### config.mk
export PLATFORM = sky130hd
export DESIGN_NAME = nibble_serial_addsub_ctrl_flat
export DESIGN_NICKNAME = d
export VERILOG_FILES = /design/src/rtl/nibble_serial_addsub_ctrl_if.sv /design/src/rtl/nibble_serial_addsub_ctrl.sv /design/src/flat_wrapper.sv
export SDC_FILE = /design/constraint.sdc
export NUM_CORES = 1
export LEC_CHECK = 0
export BUFFER_PORTS_ARGS = -buffer_cell sky130_fd_sc_hd__buf_4
export CAP_MARGIN = 10
export CORE_MARGIN = 4
export CORE_UTILIZATION = 54
export CTS_CLUSTER_DIAMETER = 200
export DETAILED_ROUTE_END_ITERATION = 8
export PLACE_DENSITY = 0.79
export SYNTH_ARGS = -nofsm -noshare
export SYNTH_HDL_FRONTEND = slang
export SYNTH_SLANG_ARGS = --single-unit
export TNS_END_PERCENT = 30
### constraint.sdc
create_clock -name clk -period 3.7 [get_ports clk]
set_input_delay 0.185 -clock clk [delete_from_list [all_inputs] [get_ports clk]]
set_output_delay 0.185 -clock clk [all_outputs]
set_load 0.01 [all_outputs]
### src/rtl/nibble_serial_addsub_ctrl_if.sv
// Request/result handshake bundle for the nibble-serial adder/subtractor.
// The master drives requests and consumes results; the slave is the datapath block.
interface nibble_serial_addsub_ctrl_if #(
    parameter int NIBBLES = 4
);
    localparam int W = 4 * NIBBLES;

    logic         in_valid;
    logic         in_ready;
    logic [W-1:0] a;
    logic [W-1:0] b;
    logic         sub;
    logic         out_valid;
    logic         out_ready;
    logic [W-1:0] sum;
    logic         cout;
    logic         ovf;
    logic         busy;

    modport master (
        output in_valid, a, b, sub, out_ready,
        input  in_ready, out_valid, sum, cout, ovf, busy
    );

    modport slave (
        input  in_valid, a, b, sub, out_ready,
        output in_ready, out_valid, sum, cout, ovf, busy
    );
endinterface

### src/rtl/nibble_serial_addsub_ctrl.sv
// Multi-cycle A+B / A-B unit that processes one 4-bit slice per clock,
// LSB slice first, with a valid/ready request side and a held result side.
module nibble_serial_addsub_ctrl #(
    parameter int NIBBLES = 4
) (
    input  logic                          clk,
    input  logic                          rst,
    nibble_serial_addsub_ctrl_if.slave    bus
);
    localparam int DATA_W = 4 * NIBBLES;
    localparam int IDX_W  = (NIBBLES > 1) ? $clog2(NIBBLES) : 1;
    localparam logic [IDX_W-1:0] LAST_IDX = IDX_W'(NIBBLES - 1);

    typedef enum logic [1:0] {
        IDLE = 2'd0,
        RUN  = 2'd1,
        DONE = 2'd2
    } state_t;

    state_t state_q;
    state_t state_d;

    logic [DATA_W-1:0] a_l;
    logic [DATA_W-1:0] b_l;
    logic              sub_l;
    logic              carry_q;
    logic [IDX_W-1:0]  idx_q;
    logic [DATA_W-1:0] sum_q;
    logic              cout_q;
    logic              ovf_q;

    logic       accept;
    logic       consume;
    logic       last_slice;
    logic [3:0] a_nib;
    logic [3:0] b_nib;
    logic [5:0] slice_res;

    // Returns {carry out of bit 3, carry into bit 3, 4-bit sum}; the carry into
    // the top bit is kept separately so the final slice can derive signed overflow.
    function automatic logic [5:0] slice_add(
        input logic [3:0] x,
        input logic [3:0] y,
        input logic       cin
    );
        logic [3:0] lo;
        logic [1:0] hi;
        lo = {1'b0, x[2:0]} + {1'b0, y[2:0]} + {3'b000, cin};
        hi = {1'b0, x[3]} + {1'b0, y[3]} + {1'b0, lo[3]};
        return {hi[1], lo[3], hi[0], lo[2:0]};
    endfunction

    assign bus.in_ready  = (state_q == IDLE) && !rst;
    assign bus.out_valid = (state_q == DONE) && !rst;
    assign bus.busy      = (state_q != IDLE) && !rst;
    assign bus.sum       = sum_q;
    assign bus.cout      = cout_q;
    assign bus.ovf       = ovf_q;

    assign accept     = bus.in_valid && bus.in_ready;
    assign consume    = bus.out_valid && bus.out_ready;
    assign last_slice = (idx_q == LAST_IDX);

    // Subtraction is A + ~B + 1: the inversion happens per slice, the +1 is the
    // carry register preloaded with sub at acceptance.
    always_comb begin
        a_nib     = a_l[4*idx_q +: 4];
        b_nib     = b_l[4*idx_q +: 4] ^ {4{sub_l}};
        slice_res = slice_add(a_nib, b_nib, carry_q);
    end

    always_comb begin
        state_d = state_q;
        unique case (state_q)
            IDLE:    if (accept)     state_d = RUN;
            RUN:     if (last_slice) state_d = DONE;
            DONE:    if (consume)    state_d = IDLE;
            default:                 state_d = IDLE;
        endcase
    end

    always_ff @(posedge clk) begin
        if (rst) begin
            state_q <= IDLE;
            a_l     <= '0;
            b_l     <= '0;
            sub_l   <= 1'b0;
            carry_q <= 1'b0;
            idx_q   <= '0;
            sum_q   <= '0;
            cout_q  <= 1'b0;
            ovf_q   <= 1'b0;
        end else begin
            state_q <= state_d;
            if (accept) begin
                a_l     <= bus.a;
                b_l     <= bus.b;
                sub_l   <= bus.sub;
                carry_q <= bus.sub;
                idx_q   <= '0;
            end else if (state_q == RUN) begin
                sum_q[4*idx_q +: 4] <= slice_res[3:0];
                carry_q             <= slice_res[5];
                if (last_slice) begin
                    cout_q <= slice_res[5];
                    ovf_q  <= slice_res[5] ^ slice_res[4];
                end else begin
                    idx_q <= idx_q + 1'b1;
                end
            end
        end
    end
endmodule

### src/flat_wrapper.sv
// flat-port wrapper written by rule: the top's interface ports become plain ports
module nibble_serial_addsub_ctrl_flat 
#(
    parameter int NIBBLES = 4
)
  (clk, rst, bus_in_valid, bus_a, bus_b, bus_sub, bus_out_ready, bus_in_ready, bus_out_valid, bus_sum, bus_cout, bus_ovf, bus_busy);
  nibble_serial_addsub_ctrl_if #(.NIBBLES(NIBBLES)) bus_i ();
  input  logic clk;
  input  logic rst;
  input wire logic [$bits(bus_i.in_valid)-1:0] bus_in_valid;
  input wire logic [$bits(bus_i.a)-1:0] bus_a;
  input wire logic [$bits(bus_i.b)-1:0] bus_b;
  input wire logic [$bits(bus_i.sub)-1:0] bus_sub;
  input wire logic [$bits(bus_i.out_ready)-1:0] bus_out_ready;
  output wire logic [$bits(bus_i.in_ready)-1:0] bus_in_ready;
  output wire logic [$bits(bus_i.out_valid)-1:0] bus_out_valid;
  output wire logic [$bits(bus_i.sum)-1:0] bus_sum;
  output wire logic [$bits(bus_i.cout)-1:0] bus_cout;
  output wire logic [$bits(bus_i.ovf)-1:0] bus_ovf;
  output wire logic [$bits(bus_i.busy)-1:0] bus_busy;
  assign bus_i.in_valid = bus_in_valid;
  assign bus_i.a = bus_a;
  assign bus_i.b = bus_b;
  assign bus_i.sub = bus_sub;
  assign bus_i.out_ready = bus_out_ready;
  assign bus_in_ready = bus_i.in_ready;
  assign bus_out_valid = bus_i.out_valid;
  assign bus_sum = bus_i.sum;
  assign bus_cout = bus_i.cout;
  assign bus_ovf = bus_i.ovf;
  assign bus_busy = bus_i.busy;
  nibble_serial_addsub_ctrl #(.NIBBLES(NIBBLES)) u_core (.clk(clk), .rst(rst), .bus(bus_i));
endmodule
Yosys cells after proc, flatten, opt, wreduce, memory -nomap -nowiden
Index checks and enable logic that the tools add are counted.
{"block": "classes", "add_sub_neg": 6, "n_eq_ne": 6, "shifts": 4, "n_mux": 7, "n_bitwise": 4, "reduce_logical": 14}
{"op": "$neg A4 Y34", "count": 1}
{"op": "$shift A4 B34 Y16 const A", "count": 1}
{"op": "$shiftx A4 B34 Y16", "count": 1}
{"op": "$shiftx A16 B5 Y4", "count": 2}
{"op": "$bwmux W16", "count": 1}
{"op": "$mux W2", "count": 3}
{"op": "$ne A2 B1 Y1 const B", "count": 3}
{"op": "$pmux W2 S3", "count": 1}
{"op": "$reduce_and A3 Y1", "count": 2}
{"op": "$logic_and A1 B1 Y1", "count": 5}
{"op": "$add A3 B3 Y4", "count": 1}
{"op": "$add A4 B1 Y4", "count": 1}
{"op": "$eq A2 B2 Y1 const B", "count": 2}
{"op": "$reduce_and A2 Y1", "count": 2}
{"op": "$reduce_bool A2 Y1", "count": 2}
{"op": "$xor A4 B4 Y4", "count": 1}
{"op": "$add A1 B1 Y2", "count": 1}
{"op": "$add A2 B1 Y2", "count": 1}
{"op": "$add A2 B1 Y2 const B", "count": 1}
{"op": "$eq A2 B1 Y1 const B", "count": 1}
{"op": "$logic_not A2 Y1", "count": 1}
{"op": "$mux W1", "count": 2}
{"op": "$not A1 Y1", "count": 2}
{"op": "$reduce_or A2 Y1", "count": 1}
{"op": "other kinds (2)", "count": 2}
{"block": "word_totals", "reg_bits": 56, "in_bits": 37, "output_inout_bits": 21, "elab_cells": 50}

Longest topological paths before layout
Gate-level depths: netlist of the first run.
{"block": "logic_depth", "ltp_word": 7, "depth_mapped": 11, "mapped_depth_nobuf": 9}

Worst setup path before layout of the first run
OpenSTA, ideal clock, no wires.
{"block": "synth_timing", "kind": "register to register", "startpoint": "reg u_core.idx_q[0]", "endpoint": "reg u_core.ovf_q (netlist: u_core.bus.ovf)", "setup_ns": 0.122, "arrival_ns": 2.886, "t_required_ns": 3.578, "slack_ns": 0.692, "stages_incl_launch_ff": 11, "period_less_slack_ns": 3.008, "cell_sequence": "dfxtp_1 -> buf_2 -> buf_4 -> mux4_2 -> ha_1 -> a21oi_1 -> and2_1 -> inv_1 -> fa_1 -> nor3b_1 -> a221o_1"}
{"block": "synth_between", "elab_chain_len": 6, "elab_cells_between_ends": 10, "cone_classes": "add/sub: 4; eq/ne: 1; shift: 2; bitwise: 2; reduce/logical: 1"}
{"element": "start: declaration", "line_no": "nibble_serial_addsub_ctrl.sv:27", "rtl": "logic [IDX_W-1:0] idx_q;"}
{"element": "start signal: assignment", "line_no": "nibble_serial_addsub_ctrl.sv:108", "rtl": "idx_q <= idx_q + 1'b1;"}
{"element": "$shiftx A16 B5 Y4", "line_no": "nibble_serial_addsub_ctrl.sv:68", "rtl": "b_nib = b_l[4*idx_q +: 4] ^ {4{sub_l}};"}
{"element": "$xor A4 B4 Y4", "line_no": "nibble_serial_addsub_ctrl.sv:68"}
{"element": "$add A3 B3 Y4", "line_no": "nibble_serial_addsub_ctrl.sv:48", "rtl": "lo = {1'b0, x[2:0]} + {1'b0, y[2:0]} + {3'b000, cin};"}
{"element": "$add A4 B1 Y4", "line_no": "nibble_serial_addsub_ctrl.sv:48"}
{"element": "$add A2 B1 Y2 *", "line_no": "nibble_serial_addsub_ctrl.sv:49", "rtl": "hi = {1'b0, x[3]} + {1'b0, y[3]} + {1'b0, lo[3]};"}
{"element": "named net u_core.slice_res[5]", "line_no": "nibble_serial_addsub_ctrl.sv:37", "rtl": "logic [5:0] slice_res;"}
{"element": "$xor A1 B1 Y1 *", "line_no": "nibble_serial_addsub_ctrl.sv:106", "rtl": "ovf_q <= slice_res[5] ^ slice_res[4];"}
{"element": "end signal: assignment", "line_no": "nibble_serial_addsub_ctrl.sv:106"}
{"element": "end: declaration", "line_no": "nibble_serial_addsub_ctrl.sv:30", "rtl": "logic ovf_q;"}
Mark *: on every way through the listed nets, which the timed path passes. The rest lies on a longest branch.
A chain may end at the register's enable or synchronous reset.

Worst setup path in the final report of the first run
Ends and elaborated chain as after synthesis.

==> metrics.md, run 1 <==
| Metric | Value |
|---|---|
| Die ar. | `6150 um^2` |
| Outcome | `complete, no violations` |
| DR iter-0 viols | `146` |
| RSZ-0062 raised after global routing | `no` |
| Clock sink count | `56` |
| Overall Power | `1.19 mW` |
| Max Fclk | `311 MHz` |
| Ports | `58` |
| Final slew viol count | `0` |
| Clk_lat worst skew | `0.30 ns` |
| Clk pwr share | `0.261` |
| Buffer count from post-CTS setup fixing | `0` |
| Critical Path, Cell by Cell | `buf_4 -> mux4_2 -> ha_1 -> a21oi_1 -> and2_1 -> inv_1 -> fa_1 -> nor3b_1 -> a221o_1` |
| Fin crit share | `0.869` |
| Yosys cell types | `40` |
| Final worst slack | `0.485 ns` |
| Fill cells | `408` |
| Largest net degree at the start of global routing | `70` |
| Num CTS Buffers | `5` |
| Final min period | `3.22 ns` |
| Layout cells sized above 1 | `0.252` |
| Initial antenna violation count | `0` |
| Post-synth EDFFs | `0` |
| Net count reported at finish | `374` |
| Final core occ | `0.673` |
| Ys flop type | `dfxtp_1` |
| FF-to-FF setup slack | `0.48 ns` |
| DR vias/cell | `5.22` |
| Root Driver | `clkbuf_8` |
| Mapped Area | `2680 um^2` |
| CP max FO | `10` |
| WS Path Type | `register to register` |
| Synth async-reset ratio | `0` |
| Site row count | `25` |
| # diodes | `0` |
| H-tree Lvls | `2` |
| Post-Place Cells | `386` |
| Synthesis Warnings | `0` |
| Int Pwr | `0.875 mW` |
| Post-synthesis sequential area ratio | `0.418` |
| # hold bufs at CTS | `0` |
| Largest cells by area after synthesis | `dfxtp_1, nand2b_1, mux4_2, o21ai_0, nand2_1` |
| Chip height | `78.4 um` |
| CP Data Arrival Time | `3.41 ns` |
| Half-perimeter wire length after placement | `3890 um` |
| Top cells by count, synth | `dfxtp_1, nand2b_1, nand2_1` |
| Placer Congestion | `0.847` |
| Max Root-Sink Buffers | `2` |
| Clock transition at path regs | `0.09 ns` |
| DR DRC count | `0` |
| Average size of a mapped cell | `9.60 um^2` |
| CP endpoint kind | `register` |
| Post-cts repair resize count | `0` |
| Largest area contributor in the netlist | `dfxtp_1` |
| Finished Layout Cells | `393` |
| Sw Share | `0.267` |
| IO Port Bufs | `57` |
| Final Skew | `0.00679 ns` |
| Max stage delay on crit path | `0.53 ns` |
| Hold Vio Cnt, Final | `0` |
| Place WS | `0.506 ns` |
| Hold crit path type | `primary input to register` |
| Yosys top cell area share | `0.418` |
| Starting Density | `0.563` |
| Crit-path slowest cell | `mux4_2` |
| Mapped Cells | `279` |
| Lkg Pwr | `1.23 nW` |
| FF+latch count, synth | `56` |
| Routed wire length | `5360 um` |
| Setup_tns | `0 ns` |
| PD cells | `373 nW/um^2` |
| Synth-to-layout area growth | `19.4%` |
| First-pass GRT wire length | `9150 um` |
| Number of global-route vias before repair | `2048` |
| ANT nets after route | `0` |
| CTS tree | `yes` |
| Wirelength per Cell | `13.6 um` |
| Max cap viols | `0` |
| Worst Tran Pin Value | `0.870 ns` |
| Sw Pwr | `0.319 mW` |
| Core area | `4750 um^2` |
| GRT Util Overall | `0.185` |
| Critical Path RT | `3.89 ns` |
| Worst path bufs/invs | `2` |
| Mapped Nets | `327` |
| DRT Pass-1 Iters | `5` |
| Sequential fraction of design power | `0.552` |
| Slew Limit Headroom | `0.417` |
| Most instantiated library cell after synthesis | `dfxtp_1` |
| Via Count | `2051` |
| CP Launch Type | `register` |
| GRT overflow | `0` |
| Comb pwr share | `0.187` |
| Max IR drop VDD | `189 uV` |
| Kind of cell adding the most delay to the critical path | `adder cells` |
| Final setup vio count | `0` |
| Die width | `78.4 um` |
-- path summary, 6_finish.rpt --
check | startpoint | to | depth (start not counted)
max reg2reg | u_core.idx_q[0] | u_core.bus.ovf | 9
max | u_core.idx_q[0] | u_core.bus.ovf | 9
min | bus_b[1] | u_core.b_l[1] | 3
min reg2reg | u_core.a_l[14] | u_core.a_l[14] | 2
-- metrics by stage --
step,instance area [um^2],hold slack (ns)
detailed placement,3120,0.385
global route,3200,0.0654
global placement,3120,0.378
finish,3200,0.0691
CTS,3200,0.0644
floorplan,2680,0.294
-- power groups by stage --
stage / Clock (mW) / Combinational (mW) / Sequential [mW]
after floorplan: 0 / 0.156 / 0.664
after global placement: 0 / 0.220 / 0.673
after detailed placement: 0 / 0.223 / 0.673
after CTS: 0.320 / 0.224 / 0.659
after global routing: 0.342 / 0.252 / 0.664
final: 0.312 / 0.223 / 0.659
-- state kept, by name, indices dropped and copies added, names as in the netlist --
| name | count |
|---|---|
| u_core.sub_l | 1 |
| u_core.carry_q | 1 |
| u_core.idx_q | 2 |
| u_core.bus.ovf | 1 |
| u_core.state_q | 2 |
| u_core.b_l | 16 |
| u_core.a_l | 16 |
| u_core.bus.cout | 1 |
| u_core.bus.sum | 16 |
-- layout make-up --
class | count | area, um^2 | share of cell area
repair buffers | 60 | 463 | 0.145
clock buffers | 6 | 72.6 | 0.0227
flip-flops and latches | 56 | 1120 | 0.351
clock inverters | 1 | 5.00 | 0.00156
multi-input cells | 191 | 1410 | 0.440
inverters | 12 | 45.0 | 0.0141
well taps | 67 | 83.8 | 0.0262
-- cell families (layout without fill, tap and decap cells) --
kind of cell / count (synthesis) / count (layout) / share of synthesized area
xor+xnor: 7 / 7 / 0.0229
simple gates: 107 / 107 / 0.229
flops: 56 / 56 / 0.418
fa+ha+maj: 11 / 11 / 0.0598
buf+inv: 32 / 79 / 0.0560
mux: 10 / 10 / 0.0747
compound gates: 56 / 56 / 0.139
-- per-layer routing --
metal | up-vias | global-route usage | part of all wire
met3 | 4 | 0.0470 | 0.051
li1 | 1058 | - | -
met1 | 942 | 0.240 | 0.48
met4 | 0 | 0.0507 | 0.0099
met5 | - | 0 | 0
met2 | 47 | 0.308 | 0.46
-- placed cells by master, fill, tap and decap left out, types with 2 or more instances in the layout --
| master | synthesis | routed |
|---|---|---|
| a21oi_1 | 3 | 3 |
| a32oi_1 | 8 | 8 |
| and2_1 | 3 | 3 |
| buf_4 | 3 | 59 |
| clkbuf_8 | 0 | 5 |
| dfxtp_1 | 56 | 56 |
| fa_1 | 3 | 3 |
| ha_1 | 8 | 8 |
| inv_1 | 12 | 12 |
| mux2i_1 | 2 | 2 |
| mux4_2 | 8 | 8 |
| nand2_1 | 34 | 34 |
| nand2b_1 | 39 | 39 |
| nand3b_1 | 3 | 3 |
| nor2_1 | 11 | 11 |
| nor3_1 | 3 | 3 |
| nor3b_1 | 2 | 2 |
| o21ai_0 | 32 | 32 |
| o31ai_1 | 2 | 2 |
| o32ai_1 | 7 | 7 |
| xnor2_1 | 6 | 6 |
-- worst register-to-register path, stage by stage, from the launching register on --
cell     delay [ns]
dfxtp_1        0.50
buf_4          0.28
mux4_2         0.53
ha_1           0.37
a21oi_1        0.23
and2_1         0.18
inv_1          0.07
fa_1           0.49
nor3b_1        0.17
a221o_1        0.30
Note: power is estimated with default switching activity, not from simulation.
==> inputs of run 2 (changes only) <==
--- a/config.mk
+++ b/config.mk
@@ -7,6 +7,7 @@
 export LEC_CHECK = 0
 export BUFFER_PORTS_ARGS = -buffer_cell sky130_fd_sc_hd__buf_4
 export CAP_MARGIN = 10
+export CORE_ASPECT_RATIO = 0.9
 export CORE_MARGIN = 4
 export CORE_UTILIZATION = 54
 export CTS_CLUSTER_DIAMETER = 200
==> run 2 against run 1 <==
Against the previous run: register-to-register slack hardly changed; clock power is 5% lower; utilization shrank 1.6 points; sequential power barely moved; critical path type unchanged; largest power group unchanged.
==> metrics.md, run 2 (synthesis gave the netlist of run 1 again) <==
| Metric | Value |
|---|---|
| Comb pwr share | `0.190` |
| Critical Path RT | `3.90 ns` |
| Max Root-Sink Buffers | `2` |
| Max Fclk | `310 MHz` |
| ANT nets after route | `0` |
| Final worst slack | `0.477 ns` |
| Wirelength per Cell | `13.7 um` |
| Outcome | `complete, no violations` |
| Commonest non-fill, non-tap cell in the layout | `buf_4` |
| IO Port Bufs | `57` |
| Int Pwr | `0.868 mW` |
| Core area | `4830 um^2` |
| Hold crit path type | `primary input to register` |
| Chip height | `74.8 um` |
| Die width | `82.2 um` |
| Die ar. | `6150 um^2` |
| CP Data Arrival Time | `3.42 ns` |
| Multi-input combinational cell area | `1410 um^2` |
| Post-Place Cells | `384` |
| Commonest non-fill, non-tap cells in the layout | `buf_4, dfxtp_1, nand2b_1, nand2_1, o21ai_0` |
| Sequential fraction of design power | `0.559` |
| Sw Pwr | `0.312 mW` |
| Net count reported at finish | `374` |
| Root Driver | `clkbuf_8` |
| WS Path Type | `register to register` |
| Overall Power | `1.18 mW` |
| Kind of cell adding the most delay to the critical path | `adder cells` |
| # hold bufs at CTS | `0` |
| DRT Pass-1 Iters | `5` |
| Register area | `1120 um^2` |
| Sw Share | `0.265` |
| Half-perimeter wire length after placement | `3830 um` |
| Initial antenna violation count | `0` |
| Finished Layout Cells | `389` |
| Routed wire length | `5320 um` |
| Starting Density | `0.554` |
| Lkg Pwr | `1.22 nW` |
| GRT overflow | `0` |
| # diodes | `0` |
| Max cap viols | `0` |
| Placer Congestion | `0.824` |
| Clock sink count | `56` |
| Place WS | `0.507 ns` |
| Max stage delay on crit path | `0.52 ns` |
| Worst path bufs/invs | `2` |
| Clk_lat worst skew | `0.30 ns` |
| GRT Util Overall | `0.184` |
| CP endpoint kind | `register` |
| Num CTS Buffers | `5` |
| Buffer count from post-CTS setup fixing | `0` |
| Number of global-route vias before repair | `1870` |
| Worst Tran Pin Value | `0.575 ns` |
| Post-layout instance area | `3170 um^2` |
| Clock transition at path regs | `0.09 ns` |
| CP max FO | `13` |
| Via Count | `2060` |
| Placed Instance Area | `3110 um^2` |
| Hold Vio Cnt, Final | `0` |
| Final core occ | `0.657` |
| Layout cells sized above 1 | `0.250` |
| DR vias/cell | `5.30` |
| First-pass GRT wire length | `8680 um` |
| Synth-to-layout area growth | `18.5%` |
| Final slew viol count | `0` |
| Fin crit share | `0.871` |
| DR iter-0 viols | `103` |
| PD cells | `372 nW/um^2` |
| RSZ-0062 raised after global routing | `no` |
| Site row count | `24` |
| Max IR drop VDD | `259 uV` |
| Crit-path slowest cell | `mux4_2` |
| Hold WS | `0.0725 ns` |
| Ports | `58` |
| DR DRC count | `0` |
| Largest net degree at the start of global routing | `70` |
| Critical Path, Cell by Cell | `buf_4 -> mux4_2 -> ha_1 -> a21oi_1 -> and2_1 -> inv_1 -> fa_1 -> nor3b_1 -> a221o_1` |
| FF-to-FF setup slack | `0.48 ns` |
| Final min period | `3.22 ns` |
| CP Launch Type | `register` |
| H-tree Lvls | `2` |
| Final setup vio count | `0` |
| Fill cells | `403` |
| Setup_tns | `0 ns` |
| CTS tree | `yes` |
| Post-cts repair resize count | `0` |
| Slew Limit Headroom | `0.617` |
| Clk pwr share | `0.251` |
| Final Skew | `0.0102 ns` |
-- run 2: cell count changes in the layout (fill, tap and decap cells not counted), sizes merged --
cell	delta
clkbuf	-1
clkinv	-1
-- run 2: power groups by stage --
| stage | clock network, mW | logic [mW] | registers (mW) |
|---|---|---|---|
| floorplan | 0 | 0.156 | 0.664 |
| global placement | 0 | 0.219 | 0.672 |
| detailed placement | 0 | 0.224 | 0.672 |
| CTS | 0.305 | 0.225 | 0.659 |
| global route | 0.322 | 0.250 | 0.663 |
| finish | 0.297 | 0.224 | 0.659 |
-- run 2: worst register-to-register path, cell delays in order (launching register included) --
cell,delay (ns)
dfxtp_1,0.48
buf_4,0.28
mux4_2,0.52
ha_1,0.36
a21oi_1,0.25
and2_1,0.18
inv_1,0.06
fa_1,0.49
nor3b_1,0.18
a221o_1,0.32
-- run 2: cell type report --
type / count / area share
clock buffers: 5 / 0.0217
multi-input cells: 191 / 0.443
flip-flops and latches: 56 / 0.353
repair buffers: 60 / 0.142
well taps: 65 / 0.0256
inverters: 12 / 0.0142
-- run 2: final timing paths --
| check | start | end | cells past startpoint |
|---|---|---|---|
| worst max-delay path | u_core.idx_q[0] | u_core.bus.ovf | 9 |
| worst min-delay path | bus_a[8] | u_core.a_l[8] | 3 |
| worst max register to register | u_core.idx_q[0] | u_core.bus.ovf | 9 |
| worst min register to register | u_core.bus.cout | u_core.bus.cout | 2 |
-- run 2: layer usage --
metal / share of wire / GRT usage
met1: 0.48 / 0.252
met2: 0.46 / 0.286
met3: 0.045 / 0.0443
met4: 0.013 / 0.0609
met5: 0 / 0
==> inputs of run 3 (changes only) <==
--- a/config.mk
+++ b/config.mk
@@ -5,7 +5,7 @@
 export SDC_FILE = /design/constraint.sdc
 export NUM_CORES = 1
 export LEC_CHECK = 0
-export BUFFER_PORTS_ARGS = -buffer_cell sky130_fd_sc_hd__buf_4
+export BUFFER_PORTS_ARGS = -buffer_cell sky130_fd_sc_hd__buf_2
 export CAP_MARGIN = 10
 export CORE_ASPECT_RATIO = 0.9
 export CORE_MARGIN = 4
==> run 3 against run 2 <==
Against the previous run: combinational power is 6% lower; flip-flop and latch count stayed put; global-route usage is 0.37 points higher; largest power group unchanged; largest cell class unchanged; utilization is 2.5 points lower.
==> metrics.md, run 3 (synthesis gave the netlist of run 1 again) <==
| Metric | Value |
|---|---|
| Outcome | `complete, no violations` |
| ANT nets after route | `0` |
| Hold crit path type | `primary input to register` |
| Wirelength per Cell | `13.9 um` |
| Setup_tns | `0 ns` |
| CP max FO | `13` |
| Place WS | `0.504 ns` |
| # hold bufs at CTS | `0` |
| Final worst slack | `0.464 ns` |
| Site row count | `24` |
| Post-cts repair resize count | `0` |
| Commonest non-fill, non-tap cell in the layout | `buf_2` |
| Synth-to-layout area growth | `14.0%` |
| Final setup vio count | `0` |
| Final slew viol count | `0` |
| Placed Instance Area | `2960 um^2` |
| Final min period | `3.24 ns` |
| Routed wire length | `5430 um` |
| Die width | `82.2 um` |
| Number of global-route vias before repair | `1980` |
| # diodes | `0` |
| CP Launch Type | `register` |
| Half-perimeter wire length after placement | `3860 um` |
| First-pass GRT wire length | `8790 um` |
| Hold Vio Cnt, Final | `0` |
| PD cells | `397 nW/um^2` |
| Slew Limit Headroom | `0.331` |
| DR DRC count | `0` |
| Fill cells | `424` |
| RSZ-0062 raised after global routing | `no` |
| Largest net degree at the start of global routing | `70` |
| Clk_lat worst skew | `0.31 ns` |
| Ports | `58` |
| Final Skew | `0.00484 ns` |
| Clock transition at path regs | `0.09 ns` |
| DR iter-0 viols | `116` |
| CTS tree | `yes` |
| Max cap viols | `0` |
| WS Path Type | `register to register` |
| Chip height | `74.8 um` |
| Layout cells sized above 1 | `0.251` |
| CP endpoint kind | `register` |
| H-tree Lvls | `2` |
| Register area | `1120 um^2` |
| Fin crit share | `0.875` |
| Multi-input combinational cell area | `1410 um^2` |
| Lkg Pwr | `1.20 nW` |
| Worst Tran Pin Value | `1.00 ns` |
| Buffer count from post-CTS setup fixing | `0` |
| GRT Util Overall | `0.187` |
| Clock sink count | `56` |
| Via Count | `2042` |
| DR vias/cell | `5.21` |
| Reg-to-Reg Start | `u_core.idx_q[0]` |
| Max IR drop VDD | `236 uV` |
| Post-Place Cells | `384` |
| IO Port Bufs | `57` |
| Die ar. | `6150 um^2` |
| CP Data Arrival Time | `3.45 ns` |
| Max Fclk | `309 MHz` |
| Max Root-Sink Buffers | `2` |
| DRT Pass-1 Iters | `4` |
| Finished Layout Cells | `392` |
| GRT overflow | `0` |
| Net count reported at finish | `374` |
| Critical Path RT | `3.91 ns` |
| Commonest non-fill, non-tap cells in the layout | `buf_2, dfxtp_1, nand2b_1, nand2_1, o21ai_0` |
| Num CTS Buffers | `5` |
| Root Driver | `clkbuf_8` |
| Starting Density | `0.554` |
| Core area | `4830 um^2` |
| Hold path startpoint | `bus_a[9]` |
| Initial antenna violation count | `0` |
| Critical path origin | `u_core.idx_q[0]` |
| Placer Congestion | `0.830` |
| Post-layout instance area | `3050 um^2` |
run 3: changes by cell type in the layout (fill, tap and decap cells not counted), sizes merged:
cell / change
clkbuf: +3
run 3: layout make-up:
class | count | share of cell area
clock buffer | 8 | 0.0295
multi-input combinational | 191 | 0.461
inverter | 12 | 0.0148
timing repair buffer | 60 | 0.101
sequential | 56 | 0.367
tap | 65 | 0.0266
run 3: worst paths after layout:
path	end	depth (start not counted)	slack, ns
max	u_core.bus.ovf	9	0.46
min	u_core.a_l[9]	3	0.06
max reg2reg	u_core.bus.ovf	9	0.46
min reg2reg	u_core.bus.cout	2	0.47
run 3: metal layers:
layer,GRT usage,wire length (um)
met5,0,0
met2,0.288,2490
met3,0.0467,288
met4,0.0996,108
met1,0.244,2540
run 3: per-stage QoR:
step	hold slack (ns)	utilization	power [mW]
floorplan	0.294	-	0.820
global placement	0.377	0.613	0.878
detailed placement	0.385	0.613	0.882
CTS	0.0518	0.631	1.22
global route	0.0559	0.631	1.27
finish	0.0576	0.631	1.21
run 3: power by group:
part / internal (mW) / switching (mW) / total [mW] / leakage (nW)
clock: 0.153 / 0.189 / 0.342 / 0.0455
combinational: 0.0968 / 0.113 / 0.210 / 0.701
sequential: 0.635 / 0.0234 / 0.659 / 0.458
run 3: worst max-delay path: stages (launching register included):
cell	delay, ns
dfxtp_1	0.48
buf_4	0.28
mux4_2	0.52
ha_1	0.36
a21oi_1	0.26
and2_1	0.19
inv_1	0.06
fa_1	0.48
nor3b_1	0.17
a221o_1	0.33
